**config.mk**
```make
export PLATFORM = sky130hd
export DESIGN_NAME = uart_mdb_master_flat
export DESIGN_NICKNAME = d
export VERILOG_FILES = /design/src/rtl/uart_mdb_master_if.sv /design/src/rtl/uart_mdb_master.sv /design/src/flat_wrapper.sv
export SDC_FILE = /design/constraint.sdc
export NUM_CORES = 1
export LEC_CHECK = 0
export BUFFER_PORTS_ARGS = -buffer_cell sky130_fd_sc_hd__buf_4
export CAP_MARGIN = 15
export CORE_UTILIZATION = 52
export CTS_CLUSTER_SIZE = 12
export DETAILED_ROUTE_END_ITERATION = 8
export GPL_TIMING_DRIVEN = 0
export PLACE_DENSITY = 0.79
export SETUP_SLACK_MARGIN = 0.4
export SLEW_MARGIN = 10
export SYNTH_ARGS = -nofsm -noshare
export SYNTH_HDL_FRONTEND = slang
export SYNTH_SLANG_ARGS = --single-unit
```
**constraint.sdc**
```tcl
create_clock -name i_clk -period 5.8 [get_ports i_clk]
set_input_delay 0.29 -clock i_clk [delete_from_list [all_inputs] [get_ports i_clk]]
set_output_delay 0.29 -clock i_clk [all_outputs]
set_load 0.05 [all_outputs]
```
**src/rtl/uart_mdb_master_if.sv**
```systemverilog
// UART host-side bus between the multidrop master and the uartx2 control/status/data port.
interface uart_mdb_master_if;
   logic [7:0] uart_control;
   logic [7:0] uart_txdata;
   logic       uart_write_tx;
   logic       uart_tx_empty;
   logic [7:0] uart_status;
   logic [7:0] uart_rxdata;
   logic       uart_rx_valid;
   logic       uart_read_rx;

   modport master (
      output uart_control, uart_txdata, uart_write_tx, uart_read_rx,
      input  uart_tx_empty, uart_status, uart_rxdata, uart_rx_valid
   );

   modport slave (
      input  uart_control, uart_txdata, uart_write_tx, uart_read_rx,
      output uart_tx_empty, uart_status, uart_rxdata, uart_rx_valid
   );
endinterface

```
**src/rtl/uart_mdb_master.sv**
```systemverilog
// Multidrop (9-bit address mode) bus master for the uartx2 host port.
// Sends an address byte (ninth bit 1) plus payload, then collects a response
// with an inter-byte timeout. Optional feature macro: UART_MDB_CHECKSUM_EN
// (XOR checksum byte appended on transmit and expected on receive).
module uart_mdb_master #(
   parameter int unsigned LEN_W = 5,
   parameter int unsigned TMO_W = 16
) (
   input  logic             i_clk,
   input  logic             i_reset,
   input  logic             i_req,
   input  logic [7:0]       i_req_addr,
   input  logic [LEN_W-1:0] i_req_len,
   input  logic [LEN_W-1:0] i_resp_len,
   input  logic [TMO_W-1:0] i_timeout,
   input  logic [7:0]       i_wr_data,
   output logic             o_wr_pop,
   output logic             o_busy,
   output logic             o_done,
   output logic [7:0]       o_resp_data,
   output logic             o_resp_valid,
   output logic [LEN_W-1:0] o_resp_count,
   output logic             o_err_timeout,
   output logic             o_err_rx,
   output logic             o_err_csum,
   uart_mdb_master_if.master io_uart
);

`ifdef UART_MDB_CHECKSUM_EN
   localparam logic CSUM_EN = 1'b1;
`else
   localparam logic CSUM_EN = 1'b0;
`endif

   localparam int unsigned   CNT_W    = LEN_W + 1;
   localparam logic [LEN_W-1:0] CNT_MAX = '1;
   localparam logic [7:0]    CTRL_RST = 8'h53;

   localparam logic [2:0] S_IDLE  = 3'd0;
   localparam logic [2:0] S_ADDR  = 3'd1;
   localparam logic [2:0] S_TXW   = 3'd2;
   localparam logic [2:0] S_DATA  = 3'd3;
   localparam logic [2:0] S_DRAIN = 3'd4;
   localparam logic [2:0] S_RX    = 3'd5;
   localparam logic [2:0] S_FIN   = 3'd6;

   logic [2:0]       r_state,      w_state_nxt;
   logic [7:0]       r_addr,       w_addr_nxt;
   logic [LEN_W-1:0] r_rem,        w_rem_nxt;
   logic [LEN_W-1:0] r_resp_len,   w_resp_len_nxt;
   logic [TMO_W-1:0] r_tmo_ld,     w_tmo_ld_nxt;
   logic [TMO_W-1:0] r_tmo,        w_tmo_nxt;
   logic [CNT_W-1:0] r_rcv,        w_rcv_nxt;
   logic [7:0]       r_rx_byte,    w_rx_byte_nxt;
   logic [7:0]       r_csum_tx,    w_csum_tx_nxt;
   logic [7:0]       r_csum_rx,    w_csum_rx_nxt;
   logic             r_csum_sent,  w_csum_sent_nxt;
   logic             r_wr_pop,     w_wr_pop_nxt;
   logic             r_busy,       w_busy_nxt;
   logic             r_done,       w_done_nxt;
   logic [7:0]       r_resp_data,  w_resp_data_nxt;
   logic             r_resp_valid, w_resp_valid_nxt;
   logic [LEN_W-1:0] r_resp_count, w_resp_count_nxt;
   logic             r_err_tmo,    w_err_tmo_nxt;
   logic             r_err_rx,     w_err_rx_nxt;
   logic             r_err_csum,   w_err_csum_nxt;
   logic [7:0]       r_control,    w_control_nxt;
   logic [7:0]       r_txdata,     w_txdata_nxt;
   logic             r_write_tx,   w_write_tx_nxt;
   logic             r_read_rx,    w_read_rx_nxt;

   logic [CNT_W-1:0] w_rx_total;
   logic             w_rx_bad;

   // Response bytes expected on the wire, including the checksum byte when enabled.
   assign w_rx_total = CNT_W'(r_resp_len) + CNT_W'(CSUM_EN);
   assign w_rx_bad   = |(io_uart.uart_status & 8'h3C);

   // State register and registered outputs.
   always_ff @(posedge i_clk) begin
      if (i_reset) begin
         r_state      <= S_IDLE;
         r_addr       <= '0;
         r_rem        <= '0;
         r_resp_len   <= '0;
         r_tmo_ld     <= '0;
         r_tmo        <= '0;
         r_rcv        <= '0;
         r_rx_byte    <= '0;
         r_csum_tx    <= '0;
         r_csum_rx    <= '0;
         r_csum_sent  <= 1'b0;
         r_wr_pop     <= 1'b0;
         r_busy       <= 1'b0;
         r_done       <= 1'b0;
         r_resp_data  <= '0;
         r_resp_valid <= 1'b0;
         r_resp_count <= '0;
         r_err_tmo    <= 1'b0;
         r_err_rx     <= 1'b0;
         r_err_csum   <= 1'b0;
         r_control    <= CTRL_RST;
         r_txdata     <= '0;
         r_write_tx   <= 1'b0;
         r_read_rx    <= 1'b0;
      end else begin
         r_state      <= w_state_nxt;
         r_addr       <= w_addr_nxt;
         r_rem        <= w_rem_nxt;
         r_resp_len   <= w_resp_len_nxt;
         r_tmo_ld     <= w_tmo_ld_nxt;
         r_tmo        <= w_tmo_nxt;
         r_rcv        <= w_rcv_nxt;
         r_rx_byte    <= w_rx_byte_nxt;
         r_csum_tx    <= w_csum_tx_nxt;
         r_csum_rx    <= w_csum_rx_nxt;
         r_csum_sent  <= w_csum_sent_nxt;
         r_wr_pop     <= w_wr_pop_nxt;
         r_busy       <= w_busy_nxt;
         r_done       <= w_done_nxt;
         r_resp_data  <= w_resp_data_nxt;
         r_resp_valid <= w_resp_valid_nxt;
         r_resp_count <= w_resp_count_nxt;
         r_err_tmo    <= w_err_tmo_nxt;
         r_err_rx     <= w_err_rx_nxt;
         r_err_csum   <= w_err_csum_nxt;
         r_control    <= w_control_nxt;
         r_txdata     <= w_txdata_nxt;
         r_write_tx   <= w_write_tx_nxt;
         r_read_rx    <= w_read_rx_nxt;
      end
   end

   // Next-state and next-output logic; pulses default low, everything else holds.
   always_comb begin
      w_state_nxt      = r_state;
      w_addr_nxt       = r_addr;
      w_rem_nxt        = r_rem;
      w_resp_len_nxt   = r_resp_len;
      w_tmo_ld_nxt     = r_tmo_ld;
      w_tmo_nxt        = r_tmo;
      w_rcv_nxt        = r_rcv;
      w_rx_byte_nxt    = r_rx_byte;
      w_csum_tx_nxt    = r_csum_tx;
      w_csum_rx_nxt    = r_csum_rx;
      w_csum_sent_nxt  = r_csum_sent;
      w_resp_data_nxt  = r_resp_data;
      w_resp_count_nxt = r_resp_count;
      w_err_tmo_nxt    = r_err_tmo;
      w_err_rx_nxt     = r_err_rx;
      w_err_csum_nxt   = r_err_csum;
      w_control_nxt    = r_control;
      w_txdata_nxt     = r_txdata;
      w_wr_pop_nxt     = 1'b0;
      w_done_nxt       = 1'b0;
      w_resp_valid_nxt = 1'b0;
      w_write_tx_nxt   = 1'b0;
      w_read_rx_nxt    = 1'b0;

      case (r_state)
         S_IDLE: begin
            if (i_req) begin
               w_addr_nxt       = i_req_addr;
               w_rem_nxt        = i_req_len;
               w_resp_len_nxt   = i_resp_len;
               w_tmo_ld_nxt     = i_timeout;
               w_rcv_nxt        = '0;
               w_csum_tx_nxt    = i_req_addr;
               w_csum_rx_nxt    = '0;
               w_csum_sent_nxt  = 1'b0;
               w_resp_count_nxt = '0;
               w_err_tmo_nxt    = 1'b0;
               w_err_rx_nxt     = 1'b0;
               w_err_csum_nxt   = 1'b0;
               w_control_nxt[7] = 1'b1;
               w_state_nxt      = S_ADDR;
            end
         end
         S_ADDR: begin
            if (io_uart.uart_tx_empty) begin
               w_txdata_nxt   = r_addr;
               w_write_tx_nxt = 1'b1;
               w_state_nxt    = S_TXW;
            end
         end
         S_TXW: begin
            // The write pulse cycle itself still sees the stale empty flag.
            if (!r_write_tx && io_uart.uart_tx_empty) begin
               if (r_rem != '0 || (CSUM_EN && !r_csum_sent)) begin
                  w_control_nxt[7] = 1'b0;
                  w_state_nxt      = S_DATA;
               end else begin
                  w_state_nxt = S_DRAIN;
               end
            end
         end
         S_DATA: begin
            if (io_uart.uart_tx_empty) begin
               w_write_tx_nxt = 1'b1;
               w_state_nxt    = S_TXW;
               if (r_rem != '0) begin
                  w_txdata_nxt  = i_wr_data;
                  w_wr_pop_nxt  = 1'b1;
                  w_rem_nxt     = r_rem - LEN_W'(1);
                  w_csum_tx_nxt = r_csum_tx ^ i_wr_data;
               end else begin
                  w_txdata_nxt    = r_csum_tx;
                  w_csum_sent_nxt = 1'b1;
               end
            end
         end
         S_DRAIN: begin
            if (w_rx_total != '0) begin
               w_tmo_nxt   = r_tmo_ld;
               w_state_nxt = S_RX;
            end else begin
               w_state_nxt = S_FIN;
            end
         end
         S_RX: begin
            if (r_read_rx) begin
               // Gap cycle after a read: present the captured byte, ignore rx_valid.
               if (r_rcv < CNT_W'(r_resp_len)) begin
                  w_resp_valid_nxt = 1'b1;
                  w_resp_data_nxt  = r_rx_byte;
                  w_csum_rx_nxt    = r_csum_rx ^ r_rx_byte;
                  if (r_resp_count != CNT_MAX) begin
                     w_resp_count_nxt = r_resp_count + LEN_W'(1);
                  end
               end else begin
                  w_err_csum_nxt = r_err_csum | (CSUM_EN & (r_rx_byte != r_csum_rx));
               end
               w_rcv_nxt = r_rcv + CNT_W'(1);
               if (r_rcv + CNT_W'(1) == w_rx_total) begin
                  w_state_nxt = S_FIN;
               end
            end else if (io_uart.uart_rx_valid) begin
               w_read_rx_nxt = 1'b1;
               w_rx_byte_nxt = io_uart.uart_rxdata;
               w_err_rx_nxt  = r_err_rx | w_rx_bad;
               w_tmo_nxt     = r_tmo_ld;
            end else if (r_tmo == '0) begin
               w_err_tmo_nxt = 1'b1;
               w_state_nxt   = S_FIN;
            end else begin
               w_tmo_nxt = r_tmo - TMO_W'(1);
            end
         end
         S_FIN: begin
            w_done_nxt  = 1'b1;
            w_state_nxt = S_IDLE;
         end
         default: begin
            w_state_nxt = S_IDLE;
         end
      endcase

      // Stray receive bytes outside the response phase are read and dropped.
      if ((r_state == S_IDLE || r_state == S_ADDR || r_state == S_TXW || r_state == S_DATA) &&
          io_uart.uart_rx_valid && !r_read_rx) begin
         w_read_rx_nxt = 1'b1;
      end

      w_busy_nxt = (w_state_nxt != S_IDLE);
   end

   assign o_wr_pop              = r_wr_pop;
   assign o_busy                = r_busy;
   assign o_done                = r_done;
   assign o_resp_data           = r_resp_data;
   assign o_resp_valid          = r_resp_valid;
   assign o_resp_count          = r_resp_count;
   assign o_err_timeout         = r_err_tmo;
   assign o_err_rx              = r_err_rx;
   assign o_err_csum            = r_err_csum;
   assign io_uart.uart_control  = r_control;
   assign io_uart.uart_txdata   = r_txdata;
   assign io_uart.uart_write_tx = r_write_tx;
   assign io_uart.uart_read_rx  = r_read_rx;

endmodule

```
**src/flat_wrapper.sv**
```systemverilog
// flat-port wrapper written by rule: the top's interface ports become plain ports
module uart_mdb_master_flat 
#(
   parameter int unsigned LEN_W = 5,
   parameter int unsigned TMO_W = 16
)
  (i_clk, i_reset, i_req, i_req_addr, i_req_len, i_resp_len, i_timeout, i_wr_data, o_wr_pop, o_busy, o_done, o_resp_data, o_resp_valid, o_resp_count, o_err_timeout, o_err_rx, o_err_csum, io_uart_uart_control, io_uart_uart_txdata, io_uart_uart_write_tx, io_uart_uart_read_rx, io_uart_uart_tx_empty, io_uart_uart_status, io_uart_uart_rxdata, io_uart_uart_rx_valid);
  uart_mdb_master_if io_uart_i ();
  input  logic i_clk;
  input  logic i_reset;
  input  logic i_req;
  input  logic [7:0] i_req_addr;
  input  logic [LEN_W-1:0] i_req_len;
  input  logic [LEN_W-1:0] i_resp_len;
  input  logic [TMO_W-1:0] i_timeout;
  input  logic [7:0] i_wr_data;
  output logic o_wr_pop;
  output logic o_busy;
  output logic o_done;
  output logic [7:0] o_resp_data;
  output logic o_resp_valid;
  output logic [LEN_W-1:0] o_resp_count;
  output logic o_err_timeout;
  output logic o_err_rx;
  output logic o_err_csum;
  output wire logic [$bits(io_uart_i.uart_control)-1:0] io_uart_uart_control;
  output wire logic [$bits(io_uart_i.uart_txdata)-1:0] io_uart_uart_txdata;
  output wire logic [$bits(io_uart_i.uart_write_tx)-1:0] io_uart_uart_write_tx;
  output wire logic [$bits(io_uart_i.uart_read_rx)-1:0] io_uart_uart_read_rx;
  input wire logic [$bits(io_uart_i.uart_tx_empty)-1:0] io_uart_uart_tx_empty;
  input wire logic [$bits(io_uart_i.uart_status)-1:0] io_uart_uart_status;
  input wire logic [$bits(io_uart_i.uart_rxdata)-1:0] io_uart_uart_rxdata;
  input wire logic [$bits(io_uart_i.uart_rx_valid)-1:0] io_uart_uart_rx_valid;
  assign io_uart_uart_control = io_uart_i.uart_control;
  assign io_uart_uart_txdata = io_uart_i.uart_txdata;
  assign io_uart_uart_write_tx = io_uart_i.uart_write_tx;
  assign io_uart_uart_read_rx = io_uart_i.uart_read_rx;
  assign io_uart_i.uart_tx_empty = io_uart_uart_tx_empty;
  assign io_uart_i.uart_status = io_uart_uart_status;
  assign io_uart_i.uart_rxdata = io_uart_uart_rxdata;
  assign io_uart_i.uart_rx_valid = io_uart_uart_rx_valid;
  uart_mdb_master #(.LEN_W(LEN_W), .TMO_W(TMO_W)) u_core (.i_clk(i_clk), .i_reset(i_reset), .i_req(i_req), .i_req_addr(i_req_addr), .i_req_len(i_req_len), .i_resp_len(i_resp_len), .i_timeout(i_timeout), .i_wr_data(i_wr_data), .o_wr_pop(o_wr_pop), .o_busy(o_busy), .o_done(o_done), .o_resp_data(o_resp_data), .o_resp_valid(o_resp_valid), .o_resp_count(o_resp_count), .o_err_timeout(o_err_timeout), .o_err_rx(o_err_rx), .o_err_csum(o_err_csum), .io_uart(io_uart_i));
endmodule
```
-- After elaboration in Yosys (flattened, before gate mapping)
Index checks and enable logic that the tools add are counted.
- add/sub/neg operators: 4
- reduce and logical (&&, ||, !) cells: 34
- multiplexer cells: 55
- magnitude comparators: 1
- bitwise logic cells: 7
- eq/ne operators: 23
- operators with widths (cell ; count):
    $mux W16 ; 4
    $mux W8 ; 6
    $mux W5 ; 7
    $pmux W16 S2 ; 1
    $pmux W8 S2 ; 2
    $mux W3 ; 8
    $pmux W5 S2 ; 2
    $mux W1 ; 17
    $logic_not A16 Y1 ; 1
    $ne A2 B1 Y1 const B ; 8
    $reduce_and A4 Y1 ; 4
    $sub A16 B1 Y16 const B ; 1
    $pmux W3 S5 ; 1
    $mux W6 ; 2
    $ne A2 B2 Y1 const B ; 6
    $pmux W6 S2 ; 1
    $reduce_and A3 Y1 ; 4
    $reduce_and A5 Y1 ; 2
    $reduce_bool A2 Y1 ; 5
    $eq A3 B3 Y1 const B ; 3
    $xor A8 B8 Y8 ; 1
    $add A6 B1 Y6 const B ; 1
    $eq A3 B2 Y1 const B ; 2
    $eq A6 B5 Y1 ; 1
    other kinds (21) ; 34
- input bits: 63
- word-level logic and storage cells: 145
- output and inout bits: 38
- register bits after elaboration: 105

-- Longest topological paths before layout
Gate-level depths: netlist (run 1).
- word-level depth: 7
- depth in mapped cells: 8
- gate-level depth less buffers: 7

-- Worst setup path after synthesis (run 1)
Ideal clock, no wire load.
- path type: flip-flop to flip-flop
- start: register u_core.r_resp_count[0] (netlist: u_core.o_resp_count[0])
- end: register u_core.r_resp_count[3] (netlist: u_core.o_resp_count[3])
- cell stages (with the launch flop): 8
- slack: 3.679 ns
- clock period less this slack: 2.121 ns
- arrival: 2.051 ns
- path buffers: 0
- data required time: 5.730 ns
- cells stage by stage: dfxtp_1 -> ha_1 -> and3_1 -> ha_1 -> nor3_1 -> a31oi_1 -> or4_1 -> a21boi_1
- word-level cells in the longest chain between the ends: 5
- RTL lines (what ; line ; source):
    start: declaration ; uart_mdb_master.sv:63 ; logic [LEN_W-1:0] r_resp_count, w_resp_count_nxt;
    start signal: assignment ; uart_mdb_master.sv:123 ; r_resp_count <= w_resp_count_nxt;
    $add A5 B1 Y5 ; uart_mdb_master.sv:228 ; w_resp_count_nxt = r_resp_count + LEN_W'(1);
    $mux W5 ; uart_mdb_master.sv:227 ; if (r_resp_count != CNT_MAX) begin
    $mux W5 ; uart_mdb_master.sv:223 ; if (r_rcv < CNT_W'(r_resp_len)) begin
    $mux W5 ; uart_mdb_master.sv:221 ; if (r_read_rx) begin
    $pmux W5 S2 ; uart_mdb_master.sv:160 ; case (r_state)
Several ways; a longest one is shown, not always the timed one. The select of a mux whose other input is x is not followed.
A chain may end at the register's enable or synchronous reset.

-- Worst setup path in the final report (run 1)
- start: register u_core.r_tmo[0]
- end: register u_core.r_tmo[11]
- word-level cells in the longest chain between the ends: 5
- RTL lines (what ; line ; source):
    start: declaration ; uart_mdb_master.sv:52 ; logic [TMO_W-1:0] r_tmo, w_tmo_nxt;
    start signal: assignment ; uart_mdb_master.sv:112 ; r_tmo <= w_tmo_nxt;
    $sub A16 B1 Y16 ; uart_mdb_master.sv:246 ; w_tmo_nxt = r_tmo - TMO_W'(1);
    $mux W16 ; uart_mdb_master.sv:242 ; end else if (r_tmo == '0) begin
    $mux W16 ; uart_mdb_master.sv:237 ; end else if (io_uart.uart_rx_valid) begin
    $mux W16 ; uart_mdb_master.sv:221 ;
    $pmux W16 S2 ; uart_mdb_master.sv:160 ;
Several ways; a longest one is shown, not always the timed one. The select of a mux whose other input is x is not followed.

==> results of run 1 <==
## worst paths after layout
| path | slack, ns | cells after the start | to | start |
|---|---|---|---|---|
| max | 3.42 | 8 | u_core.r_tmo[11]$_SDFFE_PP0P_ | u_core.r_tmo[0]$_SDFFE_PP0P_ |
| min | 0.15 | 3 | u_core.r_tmo_ld[9]$_SDFFE_PP0P_ | i_timeout[9] |
| max reg2reg | 3.42 | 8 | u_core.r_tmo[11]$_SDFFE_PP0P_ | u_core.r_tmo[0]$_SDFFE_PP0P_ |
| min reg2reg | 0.46 | 2 | u_core.r_addr[2]$_SDFFE_PP0P_ | u_core.r_addr[2]$_SDFFE_PP0P_ |
## power breakdown
group	leakage [nW]	switching [mW]	internal [mW]
combinational	1.58	0.150	0.0961
sequential	0.854	0.0201	0.749
clock	0.112	0.270	0.222
total	2.54	0.440	1.07
## routing by layer
layer / share of wire [%] / GRT usage (%) / up-vias
met1: 43 / 36.7 / 2410
met5: 0 / 0 / -
li1: - / - / 2494
met3: 8.6 / 6.09 / 46
met4: 2.4 / 11.4 / 0
met2: 46 / 46.2 / 246
## logic make-up after synthesis
group,share of synthesized area (%)
XOR/XNOR,0.670
other,0.144
flip-flops,40.2
adder cells (fa/ha/maj),2.39
AND/OR/NAND/NOR,23.9
buffers and inverters,6.56
multiplexers,5.19
AO/OA/AOI/OAI,20.9
## Yosys cell counts (2+ instances only)
| library cell | instances | area share (%) |
|---|---|---|
| a211o_1 | 2 | 0.34 |
| a211oi_1 | 7 | 1.0 |
| a21o_1 | 15 | 2.2 |
| a21oi_1 | 77 | 7.4 |
| a31oi_1 | 4 | 0.48 |
| and2_1 | 5 | 0.60 |
| and3_1 | 3 | 0.36 |
| and3b_1 | 3 | 0.50 |
| buf_1 | 2 | 0.14 |
| buf_2 | 7 | 0.67 |
| buf_4 | 12 | 1.7 |
| clkbuf_1 | 32 | 2.3 |
| conb_1 | 2 | 0.14 |
| dfxtp_1 | 105 | 40 |
| ha_1 | 10 | 2.4 |
| inv_1 | 24 | 1.7 |
| mux2i_1 | 26 | 5.0 |
| nand2_1 | 97 | 7.0 |
| nand2b_1 | 2 | 0.24 |
| nand3_1 | 18 | 1.7 |
| nand3b_1 | 12 | 1.7 |
| nand4_1 | 2 | 0.24 |
| nor2_1 | 58 | 4.2 |
| nor2_2 | 2 | 0.24 |
| nor2b_1 | 6 | 0.72 |
| nor3_1 | 12 | 1.1 |
| nor3b_1 | 8 | 1.1 |
| nor4_1 | 6 | 0.72 |
| o2111ai_1 | 2 | 0.34 |
| o211ai_1 | 2 | 0.29 |
| o21a_1 | 3 | 0.43 |
| o21ai_0 | 18 | 1.7 |
| o21ai_1 | 26 | 2.5 |
| o221ai_1 | 8 | 1.3 |
| o31ai_1 | 5 | 0.72 |
| or3_1 | 4 | 0.48 |
| or4_1 | 2 | 0.29 |
| xnor2_1 | 2 | 0.34 |
| xor2_1 | 2 | 0.34 |
## stage by stage
| step | setup WS, ns | cell area (um2) | power, mW | hold slack [ns] | utilization [%] |
|---|---|---|---|---|---|
| floorplan | 3.68 | 5250 | 0.939 | 0.426 | - |
| global placement | 3.60 | 6080 | 1.02 | 0.444 | 62.2 |
| detailed placement | 3.53 | 6080 | 1.03 | 0.448 | 62.2 |
| CTS | 3.48 | 6300 | 1.51 | 0.139 | 64.4 |
| global route | 3.30 | 6300 | 1.57 | 0.144 | 64.4 |
| finish | 3.42 | 6300 | 1.51 | 0.148 | 64.4 |
## tightest hold or removal path: stages
cell     delay (ns)
buf_4          0.11
nand2_1        0.04
a21oi_1        0.05
## flip-flops by register name (all words and copies together), names as in the netlist
name and count:
u_core.io_uart.uart_control 1, u_core.io_uart.uart_read_rx 1, u_core.io_uart.uart_txdata 8, u_core.io_uart.uart_write_tx 1
u_core.o_busy 1, u_core.o_done 1, u_core.o_err_rx 1, u_core.o_err_timeout 1
u_core.o_resp_count 5, u_core.o_resp_data 8, u_core.o_resp_valid 1, u_core.o_wr_pop 1
u_core.r_addr 8, u_core.r_csum_tx 8, u_core.r_rcv 6, u_core.r_rem 5
u_core.r_resp_len 5, u_core.r_rx_byte 8, u_core.r_state 3, u_core.r_tmo 16
u_core.r_tmo_ld 16
## area by class of cell
| type | count | share of cell area (%) |
|---|---|---|
| Multi-Input combinational cell | 481 | 44.5 |
| Sequential cell | 105 | 33.4 |
| Timing Repair Buffer | 88 | 10.5 |
| Buffer | 53 | 4.01 |
| Tap cell | 133 | 2.64 |
| Clock buffer | 10 | 2.19 |
| Inverter | 24 | 1.43 |
| Clock inverter | 6 | 1.33 |
==> results.cfg, run 1 <==
[die]
die_area_mm2 = 0.0105
row_count = 36
fp.coreArea_mm2 = 0.00977
die_w_um = 102
initial_core_util_pct = 53.5
io_pins = 101
die_h_um = 102

[sta]
period_needed_ns = 2.38
min_period_over_period_pct = 40.9
setup_viol_count_final = 0
rsz0062_at_grt = false
finalMaxSlewViolations = 0
hold_violations = 0
fin_skew_ns = 0.00966
fin_tns_setup_ns = 0
maxSlewHeadroom_pct = 50.1
fmax_mhz = 421
tightest_slew_ns = 0.745

[power]
ir_worst_vdd_mv = 0.169
p_per_area_mw_per_mm2 = 239
p_leak_nw = 2.54

[worst_setup_path]
cp.arrival_ns = 2.68
critPathTopFamily = simple AND/OR/NAND/NOR gates
path_common_cell = o21ai_1
endpoint_kind = register
crit_path_start_kind = register
cp_max_fo = 10
critPathSlowestCell = nand4b_1
path_cells = inv_1, ha_1, nor4b_2, nand4b_1, o21ai_1, buf_2, o21ai_1, a21oi_1
critPathRequiredTime_ns = 6.10
max_stage_delay_ns = 0.39
crit_type = reg -> reg
cp_num_buf_inv = 2

[placed_design]
gp_congestion = 0.898
io_buffers = 88
dpl.hpwl_mm = 10.6
dp.cells = 884

[logic_synthesis]
synth_edf_count = 0
yosysSeqAreaShare_pct = 40.2
synth_top_flop_cell = dfxtp_1
synth_area_mm2 = 0.00523
postSynthCellCount = 657
ys_warn_count = 0
async_reset_ff_share_pct = 0
avgSynthCellArea_um2 = 7.96
ys_ff_latch = 105
synthDistinctLibCells = 63

[cts]
numCtsBuffers = 9
cts_hold_buf = 0
clock_latency_ns = 0.38
cts.clk_slew.worst_paths_ns = 0.11
h-tree-depth = 3
clk_path_buf_depth = 2
cts_setup_buffers = 0
cts_resized = 0
cts-root-buf = clkbuf_8
cts_tree = built
clock_sink_count = 105

[detailed_routing]
routed_wl_mm = 14.4
vias = 5196
routed_via_density = 5.77
first_iter_violations = 394
antenna_left = 0
drc = 0
routedWlPerCell_um = 16.0
dr.pass1.iters = 5

[layout]
diodes = 0
final_common_cell = dfxtp_1
area_growth_syn_to_layout_pct = 20.5
fillers = 860
final_cell_mix = 105 x dfxtp_1, 100 x buf_4, 97 x nand2_1
fin_cells = 900
multiInputGateArea_mm2 = 0.00281
drive_above_1_share_pct = 17.3
register_area_mm2 = 0.00210
nNetsFinal = 835

[run]
cap_violations = 0

[hold_path]
hold_path.class = in -> reg

[grt]
gr-usage-all-layers_pct = 28.4
grt_pass1_wl_mm = 23.2
grt_max_degree = 20
first_global_vias = 4837
grt_overflow = 0
antenna_found_initial = 0

[run_status]
outcome = finished, final reports clean
Note: power is estimated with default switching activity, not from simulation.
==> run 2: changes to the inputs <==
Clock period 5.8 ns to 2.2 ns, I/O delays scaled along.
==> run 2 against run 1 <==
Against the previous run: design area is 20% higher; critical path type unchanged; worst setup slack worse by 3.1 ns; critical endpoint is now u_core.r_csum_tx[3]$_SDFFE_PP0P_; largest cell class unchanged; clock power increased to 2.7 times the previous value; clock skew is 0.0061 ns higher; hold slack got worse by 0.14 ns.
==> results.cfg, run 2 (synthesis results as in run 1) <==
[run_status]
outcome = finished, final reports clean

[worst_setup_path]
path_common_cell = buf_6
r2r_slack_ns = 0.30
crit_type = reg -> reg
r2r_cells = 9
critPathRequiredTime_ns = 2.45
endpoint_kind = register
rr_startpoint = u_core.r_rem[1]$_SDFFE_PP0P_
max_stage_delay_ns = 0.47
cp.arrival_ns = 2.15
cp_max_fo = 5
crit_path_start_kind = register
r2r_end = u_core.r_csum_tx[3]$_SDFFE_PP0P_
crit_path_start = u_core.r_rem[1]$_SDFFE_PP0P_
path_cells = inv_2, ha_4, or4b_4, buf_12, a31oi_4, buf_6, buf_6, a21o_1, a21oi_1
crit_path_end = u_core.r_csum_tx[3]$_SDFFE_PP0P_
critPathSlowestCell = or4b_4

[die]
die_area_mm2 = 0.0105
io_pins = 101
initial_core_util_pct = 53.5
row_count = 36
die_w_um = 102
fp.coreArea_mm2 = 0.00977
die_h_um = 102

[grt]
antenna_found_initial = 0
grt_overflow = 0
grt_max_degree = 18
grt_pass1_wl_mm = 25.3
gr-usage-all-layers_pct = 31.3
first_global_vias = 5354

[detailed_routing]
drc = 0
antenna_left = 0
vias = 5818
dr.pass1.iters = 6
routed_wl_mm = 17.4
routed_via_density = 5.94
routedWlPerCell_um = 17.7
first_iter_violations = 465

[layout]
fillers = 645
diodes = 0
stdcell_area_mm2 = 0.00755
final_common_cell = buf_4
nNetsFinal = 915
largestRegisters = u_core.r_tmo x16, u_core.r_tmo_ld x16
final_cell_mix = 128 x buf_4, 95 x nand2_1, 92 x dfxtp_1
area_growth_syn_to_layout_pct = 44.4
drive_above_1_share_pct = 31.2

[placed_design]
io_buffers = 88
gp_congestion = 0.900
dpl.hpwl_mm = 10.3
placed_cell_area_mm2 = 0.00611

[power]
ir_worst_vdd_mv = 0.370
p_leak_nw = 3.08
power_mw = 4.26
p_per_area_mw_per_mm2 = 564

[hold_path]
hold_path.class = in -> reg

[sta]
finalMaxSlewViolations = 0
whs_ns = 0.00672
fmax_mhz = 526
period_needed_ns = 1.90
rsz0062_at_grt = true
maxSlewHeadroom_pct = 48.7
fin_skew_ns = 0.0157
min_period_over_period_pct = 86.4
setup_viol_count_final = 0
hold_violations = 0
tightest_slew_ns = 0.770

[cts]
cts.clk_slew.worst_paths_ns = 0.11
clock_latency_ns = 0.39
numCtsBuffers = 9
clock_sink_count = 105
cts-root-buf = clkbuf_8
clk_path_buf_depth = 2
cts_tree = built
h-tree-depth = 3

[run]
cap_violations = 0
[run 2: cell count changes in the layout (fill, tap and decap cells not counted), sizes merged]
cell         previous run  this run
buf                   109       155
clkinvlp                0         1
inv                    27        26
dlygate4sd3             0        37
clkbuf                 42        40
clkinv                  2         0
[run 2: worst max-delay path, delay by kind of cell (launching register included)]
kind	cells	cell delay, ns
fa+ha+maj	1	0.12
buf+inv	4	0.48
simple gates	1	0.47
flops	1	0.34
compound gates	3	0.34
[run 2: how the worst min path moves through the flow]
| stage | startpoint | endpoint | cells after the start | slack, ns |
|---|---|---|---|---|
| final | i_req_addr[7] | u_core.r_addr[7]$_SDFFE_PP0P_ | 3 | 0.007 |
| after global placement | io_uart_uart_rxdata[5] | u_core.r_rx_byte[5]$_SDFFE_PP0P_ | 3 | 0.35 |
| after global routing | i_req_len[0] | u_core.r_rem[0]$_SDFFE_PP0P_ | 3 | 0.03 |
| after floorplan | i_timeout[2] | u_core.r_tmo_ld[2]$_SDFFE_PP0P_ | 2 | 0.25 |
| after CTS | i_req_addr[7] | u_core.r_addr[7]$_SDFFE_PP0P_ | 3 | 0.003 |
| after detailed placement | io_uart_uart_rxdata[0] | u_core.r_rx_byte[0]$_SDFFE_PP0P_ | 3 | 0.35 |
[run 2: layer usage]
layer	share of wire (%)	up-vias	GRT usage (%)
li1	-	2656	-
met1	39	2724	40.2
met2	48	361	50.4
met3	9.3	77	6.22
met4	3.8	0	15.3
met5	0	-	0
[run 2: area by class of cell]
cell class / count / area [um2] / share of cell area [%]
plain buffers: 52 / 347 / 4.59
clock buffers: 11 / 163 / 2.15
clock inverters: 4 / 57.6 / 0.762
inverters: 24 / 92.6 / 1.23
multi-input cells: 481 / 3160 / 41.8
flip-flops and latches: 105 / 2140 / 28.3
well taps: 133 / 166 / 2.20
repair buffers: 169 / 1430 / 18.9
[run 2: what timing repair did]
item	4_1_cts	5_1_grt
cloned	2	3
pin swaps	26	40
endpoints found under the setup margin	91	81
hold endpoints to repair	37	0
buffers inserted	28	11
resized for setup	75	94
hold buffers	37	0
[run 2: power by group]
part / switching (mW) / internal, mW
clock: 0.710 / 0.633
combinational: 0.476 / 0.413
sequential: 0.0552 / 1.97
[run 2: metrics by stage]
step                      setup WS (ns)  setup TNS (ns)  cells  util [%]
after floorplan                   0.352               0    663         -
after global placement           0.0222               0    884      62.5
final                             0.299               0    979      77.2
after detailed placement        -0.0223          -0.143    884      62.5
after CTS                         0.335               0    966      73.2
after global routing              0.186               0    979      77.2
==> run 3: changes to the inputs <==
Settings changed: CTS_BUF_LIST from default to sky130_fd_sc_hd__clkbuf_4.
==> run 3 against run 2 <==
Against the previous run: hold slack got worse by 0.0040 ns; first-iteration DRC count grew 54%; flip-flop and latch count did not move; global-route usage is 1.4 points higher; cell count up 1.9%; die area unchanged; critical endpoint is now u_core.r_csum_tx[1]$_SDFFE_PP0P_; largest cell class unchanged; highest routed layer unchanged.
==> results.cfg, run 3 (synthesis results as in run 1) <==
[layout]
final_util_pct = 78.4
diodes = 0
largestRegisters = u_core.r_tmo x16, u_core.r_tmo_ld x16
final_cell_mix = 129 x buf_4, 96 x nand2_1, 88 x dfxtp_1
nNetsFinal = 934
drive_above_1_share_pct = 31.1
final_common_cell = buf_4
area_growth_syn_to_layout_pct = 46.6

[worst_setup_path]
path_cells = inv_2, ha_4, or4b_4, buf_12, a31oi_4, buf_6, buf_8, o21ai_2, a21oi_1
r2r_end = u_core.r_csum_tx[1]$_SDFFE_PP0P_
r2r_cells = 9
cp.arrival_ns = 2.42
critPathRequiredTime_ns = 2.60
r2r_slack_ns = 0.18
cp_max_fo = 5
max_stage_delay_ns = 0.47
crit_path_start_kind = register
endpoint_kind = register
crit_type = reg -> reg
critPathSlowestCell = or4b_4
rr_startpoint = u_core.r_rem[1]$_SDFFE_PP0P_

[detailed_routing]
met1_length_mm = 7.06
antenna_left = 0
vias = 5952
wl_met3_mm = 1.61
routed_wl_mm = 17.8
dr.pass1.iters = 7
wl_met2_mm = 8.28
drc = 0
routedWlPerCell_um = 17.8
first_iter_violations = 718
dr.max_layer_used = met4
routed_via_density = 5.96

[sta]
fin_tns_setup_ns = 0
maxSlewHeadroom_pct = 49.3
min_period_over_period_pct = 92.0
hold_violations = 0
tightest_slew_ns = 0.761
period_needed_ns = 2.02
fmax_mhz = 494
setup_viol_count_final = 0
timing.final.ws_setup_ns = 0.177
fin_skew_ns = 0.0224
finalMaxSlewViolations = 0
rsz0062_at_grt = true

[die]
die_w_um = 102
die_area_mm2 = 0.0105
row_count = 36
fp.coreArea_mm2 = 0.00977
io_pins = 101
initial_core_util_pct = 53.5
die_h_um = 102

[cts]
numCtsBuffers = 9
cts.clk_slew.worst_paths_ns = 0.17
clock_sink_count = 105
cts-root-buf = clkbuf_4
cts_tree = built
clock_latency_ns = 0.49
h-tree-depth = 3
clk_path_buf_depth = 2

[power]
p_leak_nw = 3.13
internal_power_mw = 2.88
seqPwrFrac_pct = 49.4
p_per_area_mw_per_mm2 = 537
ir_worst_vdd_mv = 0.352
p_comb_share_pct = 22.7
swShare_pct = 30.0
clock_power_share_pct = 27.9
p_sw_mw = 1.23
power_mw = 4.12

[hold_path]
hold_path.class = in -> reg
min_to = u_core.o_err_rx$_SDFFE_PP0P_
hold_depth = 4
min_from = io_uart_uart_status[4]

[placed_design]
io_buffers = 88
dpl.hpwl_mm = 10.3
dp_slack_ns = -0.0223
gp_congestion = 0.900

[grt]
gr-usage-all-layers_pct = 32.7
antenna_found_initial = 0
first_global_vias = 5474
grt_overflow = 0
grt_max_degree = 18
grt_pass1_wl_mm = 26.3

[run]
cap_violations = 0

[run_status]
outcome = finished, final reports clean
[run 3: cell types whose count changed in the layout (fill, tap and decap cells not counted), sizes merged]
cell | before | now
clkbuf | 40 | 38
bufinv | 1 | 2
buf | 155 | 158
dlygate4sd3 | 37 | 53
clkinv | 0 | 1
[run 3: repair_timing]
action	4_1_cts	5_1_grt
endpoints found under the hold margin	54	0
pin swaps	27	31
hold buffers	53	0
resized for setup	75	87
buffers inserted	30	12
cloned	2	2
setup endpoints to repair	91	82
[run 3: area by class of cell]
class                      count  area, um2
clock inverter                 6       91.3
fill                         622       2110
sequential                   105       2130
inverter                      24       90.1
tap                          133        166
timing repair buffer         187       1600
clock buffer                   9       67.6
multi-input combinational    481       3160
buffer                        53        353
[run 3: worst max-delay path: cells and delay by family, from the launching register on]
kind,cells,cell delay (ns)
flip-flops,1,0.36
adder cells (fa/ha/maj),1,0.12
AND/OR/NAND/NOR,1,0.47
buffers and inverters,4,0.50
AO/OA/AOI/OAI,3,0.49
[run 3: metrics by stage]
| step | instances | hold WS [ns] | cell area [um2] |
|---|---|---|---|
| 6_report | 998 | 0.00277 | 7660 |
| 5_1_grt | 998 | 0.0487 | 7660 |
| 4_1_cts | 984 | 0.00907 | 7260 |
| 3_5_place_dp | 884 | 0.354 | 6110 |
| 3_3_place_gp | 884 | 0.346 | 6110 |
| 2_1_floorplan | 663 | 0.246 | 5280 |
[run 3: layer usage]
layer	track usage [%]	up-vias
met5	0	-
met4	13.5	0
met3	6.70	111
met2	53.3	389
met1	42.1	2756
li1	-	2696
[run 3: how the worst max path moves through the flow]
stage / cells past startpoint / from / end / slack, ns
2_1_floorplan: 7 / u_core.o_resp_count[0]$_SDFFE_PP0P_ / u_core.o_resp_count[3]$_SDFFE_PP0P_ / 0.35
3_3_place_gp: 8 / u_core.r_tmo[0]$_SDFFE_PP0P_ / u_core.r_tmo[8]$_SDFFE_PP0P_ / 0.02
6_report: 9 / u_core.r_rem[1]$_SDFFE_PP0P_ / u_core.r_csum_tx[1]$_SDFFE_PP0P_ / 0.18
5_1_grt: 9 / u_core.r_rem[0]$_SDFFE_PP0P_ / u_core.r_csum_tx[1]$_SDFFE_PP0P_ / 0.1
3_5_place_dp: 8 / u_core.r_tmo[0]$_SDFFE_PP0P_ / u_core.r_tmo[2]$_SDFFE_PP0P_ / -0.02
4_1_cts: 9 / u_core.r_rem[0]$_SDFFE_PP0P_ / u_core.r_csum_tx[7]$_SDFFE_PP0P_ / 0.33
[run 3: power by group through the flow]
stage	sequential (mW)	combinational, mW	clock (mW)
after detailed placement	2.07	0.655	0
after global placement	2.06	0.639	0
after CTS	2.03	0.830	1.14
final	2.03	0.932	1.15
after floorplan	2.11	0.385	0
after global routing	2.04	0.986	1.24
